File: src/rtl/ff_conv_pkg.sv
// Shared definitions for the flip-flop conversion blocks: excitation word layout,
// transition codes and the excitation function itself.
package ff_conv_pkg;

  localparam int EXC_W = 5;
  localparam int EXC_S = 4;
  localparam int EXC_R = 3;
  localparam int EXC_J = 2;
  localparam int EXC_K = 1;
  localparam int EXC_T = 0;

  localparam logic [1:0] TR_HOLD0 = 2'd0;
  localparam logic [1:0] TR_HOLD1 = 2'd1;
  localparam logic [1:0] TR_SET   = 2'd2;
  localparam logic [1:0] TR_CLR   = 2'd3;

  function automatic logic [1:0] tr_code(input logic q, input logic d);
    logic [1:0] c;
    case ({q, d})
      2'b00:   c = TR_HOLD0;
      2'b01:   c = TR_SET;
      2'b10:   c = TR_CLR;
      default: c = TR_HOLD1;
    endcase
    return c;
  endfunction

  // Word is {S,R,J,K,T}; dc_one picks how the don't-care entries resolve.
  function automatic logic [EXC_W-1:0] excite(input logic q, input logic d, input logic dc_one);
    logic [EXC_W-1:0] w;
    w = '0;
    if (dc_one) begin
      w[EXC_S] = d;
      w[EXC_R] = ~d;
      w[EXC_J] = q | d;
      w[EXC_K] = ~(q & d);
    end else begin
      w[EXC_S] = ~q & d;
      w[EXC_R] = q & ~d;
      w[EXC_J] = ~q & d;
      w[EXC_K] = q & ~d;
    end
    w[EXC_T] = q ^ d;
    return w;
  endfunction

endpackage

File: src/rtl/sr_ff.sv
// Present-state register built as an SR flip-flop; flags the illegal S=R=1 input.
module sr_ff (
  input  logic clk,
  input  logic rst,
  input  logic s,
  input  logic r,
  output logic q,
  output logic qb,
  output logic illegal
);

  assign qb      = ~q;
  assign illegal = s & r;

  // S=R=1 holds state; the condition is reported rather than resolved.
  always_ff @(posedge clk) begin
    if (!rst)
      q <= 1'b0;
    else if (s && !r)
      q <= 1'b1;
    else if (r && !s)
      q <= 1'b0;
  end

endmodule

File: src/rtl/ff_excitation_gen.sv
// Turns a stream of target next-state bits into SR/JK/T excitation words, with
// a one-entry output register, per-transition counters and a sticky error flag.
module ff_excitation_gen
  import ff_conv_pkg::*;
#(
  parameter int CNT_W  = 8,
  parameter int DC_ONE = 0
) (
  input  logic             clk,
  input  logic             rst,
  input  logic             d_in,
  input  logic             in_valid,
  output logic             in_ready,
  output logic             out_valid,
  input  logic             out_ready,
  output logic             s,
  output logic             r,
  output logic             j,
  output logic             k,
  output logic             t,
  output logic             q_prev,
  output logic             q_next,
  input  logic             cnt_clr,
  output logic [CNT_W-1:0] cnt_hold,
  output logic [CNT_W-1:0] cnt_set,
  output logic [CNT_W-1:0] cnt_clear,
  output logic             err
);

  localparam logic [CNT_W-1:0] CNT_MAX = '1;

  logic             q, qb, illegal, accept, chk_pend, mismatch;
  logic [EXC_W-1:0] exc, word;
  logic [1:0]       tr;

  assign in_ready = !out_valid || out_ready;
  assign accept   = in_valid && in_ready;
  assign exc      = excite(q, d_in, DC_ONE != 0);
  assign tr       = tr_code(q, d_in);

  sr_ff u_sr_ff (
    .clk     (clk),
    .rst     (rst),
    .s       (accept & exc[EXC_S]),
    .r       (accept & exc[EXC_R]),
    .q       (q),
    .qb      (qb),
    .illegal (illegal)
  );

  assign s = word[EXC_S];
  assign r = word[EXC_R];
  assign j = word[EXC_J];
  assign k = word[EXC_K];
  assign t = word[EXC_T];

  always_ff @(posedge clk) begin
    if (!rst) begin
      out_valid <= 1'b0;
      word      <= '0;
      q_prev    <= 1'b0;
      q_next    <= 1'b0;
    end else if (accept) begin
      out_valid <= 1'b1;
      word      <= exc;
      q_prev    <= q;
      q_next    <= d_in;
    end else if (out_ready) begin
      out_valid <= 1'b0;
    end
  end

  always_ff @(posedge clk) begin
    if (!rst || cnt_clr) begin
      cnt_hold  <= '0;
      cnt_set   <= '0;
      cnt_clear <= '0;
    end else if (accept) begin
      case (tr)
        TR_SET:  if (cnt_set   != CNT_MAX) cnt_set   <= cnt_set + 1'b1;
        TR_CLR:  if (cnt_clear != CNT_MAX) cnt_clear <= cnt_clear + 1'b1;
        default: if (cnt_hold  != CNT_MAX) cnt_hold  <= cnt_hold + 1'b1;
      endcase
    end
  end

  // q_next holds the last accepted target, so one cycle after an accept the
  // register must agree with it.
  assign mismatch = chk_pend && (q_next ? qb : q);

  always_ff @(posedge clk) begin
    if (!rst) begin
      err      <= 1'b0;
      chk_pend <= 1'b0;
    end else begin
      chk_pend <= accept;
      if (cnt_clr)
        err <= 1'b0;
      else if ((accept && illegal) || mismatch)
        err <= 1'b1;
    end
  end

endmodule

File: config.mk
export PLATFORM = sky130hd
export DESIGN_NAME = ff_excitation_gen
export DESIGN_NICKNAME = d
export VERILOG_FILES = /design/src/rtl/ff_conv_pkg.sv /design/src/rtl/sr_ff.sv /design/src/rtl/ff_excitation_gen.sv
export SDC_FILE = /design/constraint.sdc
export NUM_CORES = 1
export LEC_CHECK = 0
export ABC_AREA = 1
export BUFFER_PORTS_ARGS = -buffer_cell sky130_fd_sc_hd__buf_2
export CAP_MARGIN = 20
export CORE_MARGIN = 1.5
export CORE_UTILIZATION = 53
export DETAILED_ROUTE_END_ITERATION = 8
export PLACE_DENSITY_LB_ADDON = 0.25
export SETUP_SLACK_MARGIN = 0.4
export SYNTH_ARGS = -nofsm -noshare
export SYNTH_HDL_FRONTEND = slang
export SYNTH_SLANG_ARGS = --single-unit
File: constraint.sdc
create_clock -name clk -period 1.86 [get_ports clk]
set_input_delay 0.372 -clock clk [delete_from_list [all_inputs] [get_ports clk]]
set_output_delay 0.372 -clock clk [all_outputs]
set_load 0.02 [all_outputs]
### After elaboration in Yosys (flattened, before gate mapping)

Cells that the tools add are included.
W data, S select, Z words.

| word-level totals | value |
|---|---|
| input port bits | 6 |
| output and inout port bits | 34 |
| register bits | 35 |

| operators by class | value |
|---|---|
| reduce and logical (&&, ||, !) cells | 20 |
| equal/unequal tests | 7 |
| muxes and demuxes | 6 |
| add/sub/neg operators | 3 |
| bitwise gates (word level) | 10 |

Operators with widths:

| kind | count |
|---|---|
| $add A8 B1 Y8 const B | 3 |
| $ne A8 B8 Y1 const B | 3 |
| $reduce_and A3 Y1 | 3 |
| $eq A2 B2 Y1 const B | 3 |
| $pmux W2 S3 | 1 |
| $and A1 B1 Y1 | 5 |
| $logic_and A1 B1 Y1 | 5 |
| $mux W1 | 5 |
| $logic_not A1 Y1 | 4 |
| $not A1 Y1 | 4 |
| $reduce_bool A2 Y1 | 2 |
| $reduce_or A2 Y1 | 2 |
| $logic_or A1 B1 Y1 | 3 |
| $eq A2 B1 Y1 const B | 1 |
| $logic_not A2 Y1 | 1 |
| $xor A1 B1 Y1 | 1 |

### Depth between registers and ports, before layout

| depth | value |
|---|---|
| depth in word-level cells | 8 |
| depth in mapped cells | 12 |
| depth with buffers taken out | 11 |

### Cells and area by module

From an unflattened synthesis, not the netlist that was laid out.

| second synthesis, totals | value |
|---|---|
| cell total of the unflattened synthesis | 251 |
| area, all modules | 1760.4 um^2 |

By module, submodules not included:

| module | area each (um^2) | cells an instance | times used |
|---|---|---|---|
| ff_excitation_gen | 1685.4 | 242 | 1 |
| sr_ff | 75.1 | 9 | 1 |

### Least setup slack after synthesis

No wires, ideal clock.

| path | value |
|---|---|
| path type | register to register |
| start point | reg out_valid |
| end point | reg u_sr_ff.q |
| required time | 1739 ps |
| setup time | 121 ps |
| stages on the path, launching flop included | 10 |
| path slack | 243 ps |
| arrival | 1496 ps |
| path through | dfxtp_1 nand2_4 nand2_4 inv_6 buf_8 nand2_1 inv_1 ha_1 o21ai_0 a21oi_1 |

| between the ends | value |
|---|---|
| word-level cells in the longest chain between the ends | 7 |
| elaborated cells on any way between the ends | 11 |

RTL lines:

| element | RTL line | text |
|---|---|---|
| start, declared | ff_excitation_gen.sv:14 | `output logic out_valid,` |
| start signal, assigned | ff_excitation_gen.sv:59 | `out_valid <= 1'b0;` |
| start signal, assigned | ff_excitation_gen.sv:64 | `out_valid <= 1'b1;` |
| start signal, assigned | ff_excitation_gen.sv:69 | `out_valid <= 1'b0;` |
| $logic_not A1 Y1 (*) | ff_excitation_gen.sv:36 | `assign in_ready = !out_valid \|\| out_ready;` |
| $logic_or A1 B1 Y1 (*) | ff_excitation_gen.sv:36 |  |
| named net in_ready | ff_excitation_gen.sv:13 | `output logic in_ready,` |
| $logic_and A1 B1 Y1 (*) | ff_excitation_gen.sv:37 | `assign accept = in_valid && in_ready;` |
| $and A1 B1 Y1, on equally long branches | ff_excitation_gen.sv:45, ff_excitation_gen.sv:44 |  |
| $logic_not A1 Y1, on equally long branches | sr_ff.sv:19, sr_ff.sv:21 |  |
| $logic_and A1 B1 Y1, on equally long branches | sr_ff.sv:19, sr_ff.sv:21 |  |
| $mux W1 or $reduce_bool A2 Y1 (tied branches) | - |  |
| end signal, assigned | sr_ff.sv:18 | `q <= 1'b0;` |
| end signal, assigned | sr_ff.sv:20 | `q <= 1'b1;` |
| end signal, assigned | sr_ff.sv:22 | `q <= 1'b0;` |
| end, declared | sr_ff.sv:7 | `output logic q,` |

The timed path passes the listed nets; every way through them passes the cells marked *.
A chain may end at the register's enable or synchronous reset.

### Final worst setup path

| path | value |
|---|---|
| start point | reg cnt_set[3] |
| end point | out cnt_set[3] |

RTL lines:

| element | RTL line | text |
|---|---|---|
| start, declared | ff_excitation_gen.sv:25 | `output logic [CNT_W-1:0] cnt_set,` |
| start signal, assigned | ff_excitation_gen.sv:80 | `TR_SET: if (cnt_set != CNT_MAX) cnt_set <= cnt_set + 1'b1;` |

No word-level cell between the ends.

==> results.md <==
* Maximum vdd drop at 0.4730 mV
* Placed insts at between 300 and 400
* Most common cell after layout, fill and taps aside: sky130_fd_sc_hd__nand2_1
* Max clock buf depth at 2
* Count of pins over their slew limit at 0
* Power per unit of standard cell area at ~630 mW/mm^2
* Number of vias per cell after detailed routing at just under 5
* Pin count of the biggest net entering global routing at 17
* Hold violation count in the final report at 0
* CP Launch Type: flip-flop
* Sum of negative setup slack at 0 ns
* Maximum clock frequency at about 730 MHz
* Number of global-route vias before repair at 1365
* Placer's final routability congestion estimate at 0.8223
* Cell Count, Final, Fillers Out at approximately 350
* Top Ports at 40
* Clk sinks at 33
* Critical Path, Cell by Cell: buf_2
* Critical path data arrival time at 0.99 ns
* Number of setup violations in the final report at 0
* Max-Slew Margin vs Limit at 0.7646
* CP Data Required Time at 1.49 ns
* I/O Buffers at 39
* Post-place setup slack at 0.3282 ns
* Leakage component of the power at between 0.0009 and 0.001 uW
* Number of distinct library cells after synthesis at 26
* Worst setup startpoint: cnt_set[3]$_SDFFE_PP0P_
* Final worst path period share at 0.7346
* Site row count at 20
* Die Y at roughly 60 um
* Hold bufs inserted after CTS at 0
* Wire length per cell after detailed routing at about 10 um
* Number of standard cells after synthesis at 261
* Clock insertion delay at the later pin of the skew report at 0.35 ns
* Library cell used as clock root buffer: sky130_fd_sc_hd__clkbuf_4
* 1st-pass router iterations at 4
* CP Max Fanout at 6
* Post-route total power at around 1300 uW
* Layout overhead on the synthesized area at 17.78%
* Remaining antenna violation count at 0
* Post-route clock skew at about 0.0093 ns
* Finished layout cell area at 0.002122 sq mm
* Half-perimeter wire length after placement at 2671 um
* Syn nets at ~280
* H-tree depth at 2
* Cell area after synthesis at 0.001802 sq mm
* CP Capture Type: output pin
* Status: completed
* Global routing usage summed across all routing layers at 0.2083
* Core box area at between 0.003 and 0.004 sq mm
* Transition at the pin with the smallest max-transition slack at about 0.35 ns
* Crit-path leading delay family: flip-flops
* Antenna violations before repair at 0
* Critical path's largest stage delay at about 0.44 ns
* DRT iter0 DRCs at 72
* Clock edge transition at the registers on the reported setup and hold paths at approximately 0.1 ns
* Worst setup margin at about 0.49 ns
* Reg2reg start: out_valid$_SDFFE_PN0P_
* Share of final-layout standard cells stronger than drive strength 1 at 0.2697
* Type of the setup path with the least slack: reg -> out
* Filler cells at approximately 320
* Post-CTS repair timing setup buffer count at 0
* Time the final worst path needs with I/O delays and setup at around 1.4 ns
* Post-synthesis average cell area at around 7 sq um
* Total DRC errors in the routed layout at 0
* Count of warnings emitted by yosys at 0
* Die width at just over 60 um
* # diodes at 0
* Critical path's slowest cell: sky130_fd_sc_hd__dfxtp_1
* Clock tree from TritonCTS: yes
* Combined buffer and inverter count along the critical path at 1
* Initial Utilization at 0.5714
* First-pass GRT wire length at slightly below 6000 um
* Total number of vias at about 1700
* Aggregate global routing overflow at 0
* Most frequent cells in the layout: sky130_fd_sc_hd__nand2_1 (60), sky130_fd_sc_hd__nor2_1 (39), sky130_fd_sc_hd__buf_2 (39)
* Cts bufs inserted at 5
* Hold wc startpoint: rst
* Sequential cell area fraction in the yosys report at 0.3667
* Total Wirelength at around 3500 um
* Hold Crit Class: in -> reg
* Number of register bits inferred by synthesis at 33
* NumNets Final at between 300 and 400
* DP Area at 0.002034 sq mm
* Max Cap Violations at 0
* Overall die area at between 0.003 and 0.004 sq mm
* RSZ-0062 raised after global routing: true
-- flip-flops by register name (all words and copies together), names as in the netlist, 3 cells and up --
register	cells
cnt_clear	8
cnt_hold	8
cnt_set	8
word	3
-- cell usage after synthesis --
library cell | n | area [sq um]
sky130_fd_sc_hd__nand2_4 | 2 | 22.52
sky130_fd_sc_hd__o21ai_0 | 7 | 35.03
sky130_fd_sc_hd__nor2_2 | 6 | 37.54
sky130_fd_sc_hd__a21oi_1 | 16 | 80.08
sky130_fd_sc_hd__ha_1 | 9 | 112.6
sky130_fd_sc_hd__inv_1 | 35 | 131.4
sky130_fd_sc_hd__o21bai_1 | 1 | 7.510
sky130_fd_sc_hd__buf_2 | 2 | 10.01
sky130_fd_sc_hd__inv_2 | 1 | 3.750
sky130_fd_sc_hd__dfxtp_1 | 33 | 660.6
sky130_fd_sc_hd__nand3_1 | 15 | 75.07
sky130_fd_sc_hd__nor3_1 | 3 | 15.01
sky130_fd_sc_hd__nand2_1 | 62 | 232.7
sky130_fd_sc_hd__nand3_2 | 5 | 50.05
sky130_fd_sc_hd__nor2_1 | 40 | 150.1
sky130_fd_sc_hd__nor2_4 | 2 | 22.52
sky130_fd_sc_hd__inv_6 | 1 | 8.760
sky130_fd_sc_hd__nand2_2 | 5 | 31.28
sky130_fd_sc_hd__a31oi_1 | 1 | 6.260
sky130_fd_sc_hd__buf_8 | 1 | 15.01
sky130_fd_sc_hd__o21ai_1 | 3 | 15.01
sky130_fd_sc_hd__xor2_1 | 1 | 8.760
sky130_fd_sc_hd__or2_2 | 1 | 6.260
sky130_fd_sc_hd__nand4_1 | 5 | 31.28
sky130_fd_sc_hd__buf_4 | 2 | 15.01
sky130_fd_sc_hd__a21oi_2 | 2 | 17.52
-- metrics by stage --
stage | hold WS [ns] | util
after global routing | 0.3048 | 0.6730
after floorplan | 0.5077 | -
after CTS | 0.3025 | 0.6647
final | 0.3138 | 0.6730
after detailed placement | 0.4408 | 0.6452
after global placement | 0.4344 | 0.6452
-- routing by layer --
metal  share of wire  GRT usage  wire length, um
met2            0.46     0.3343             1636
met5               0          0                0
met3           0.045    0.05252              160
met1            0.47     0.2596             1678
met4           0.020     0.1025               70
-- report_power, final --
part	switching [uW]	internal, uW
Clock	240	186
Sequential	13.9	724
Combinational	113	55.5
Total	368	965
-- repair_timing --
item / 4_1_cts / 5_1_grt
resized for setup: 1 / 8
cloned: 0 / 0
setup endpoints to repair: 1 / 10
-- kinds of logic (layout without fill, tap and decap cells) --
| family | after synthesis | in the layout | synth area share |
|---|---|---|---|
| AO/OA/AOI/OAI | 30 | 30 | 0.08959 |
| XOR/XNOR | 1 | 1 | 0.004862 |
| adder cells (fa/ha/maj) | 9 | 9 | 0.06250 |
| buffers and inverters | 42 | 85 | 0.1021 |
| flip-flops | 33 | 33 | 0.3667 |
| AND/OR/NAND/NOR | 146 | 146 | 0.3743 |
-- final timing paths --
kind              cells after the start  slack [ns]                     end
setup / recovery                      1        0.49              cnt_set[3]
hold / removal                        3        0.31  u_sr_ff.q$_SDFFE_PN0P_
setup reg to reg                      7        0.50  u_sr_ff.q$_SDFFE_PN0P_
hold reg to reg                       2        0.46        err$_SDFFE_PP0P_
-- cell type report --
class	count	area, sq um	share of cell area
Clock buffer	8	58.81	0.02771
Timing Repair Buffer	40	202.7	0.09552
Multi-Input combinational cell	186	993.5	0.4682
Inverter	37	143.9	0.06781
Tap cell	44	55.05	0.02594
Sequential cell	33	668.1	0.3149
Power figures use the tool's default switching activity.
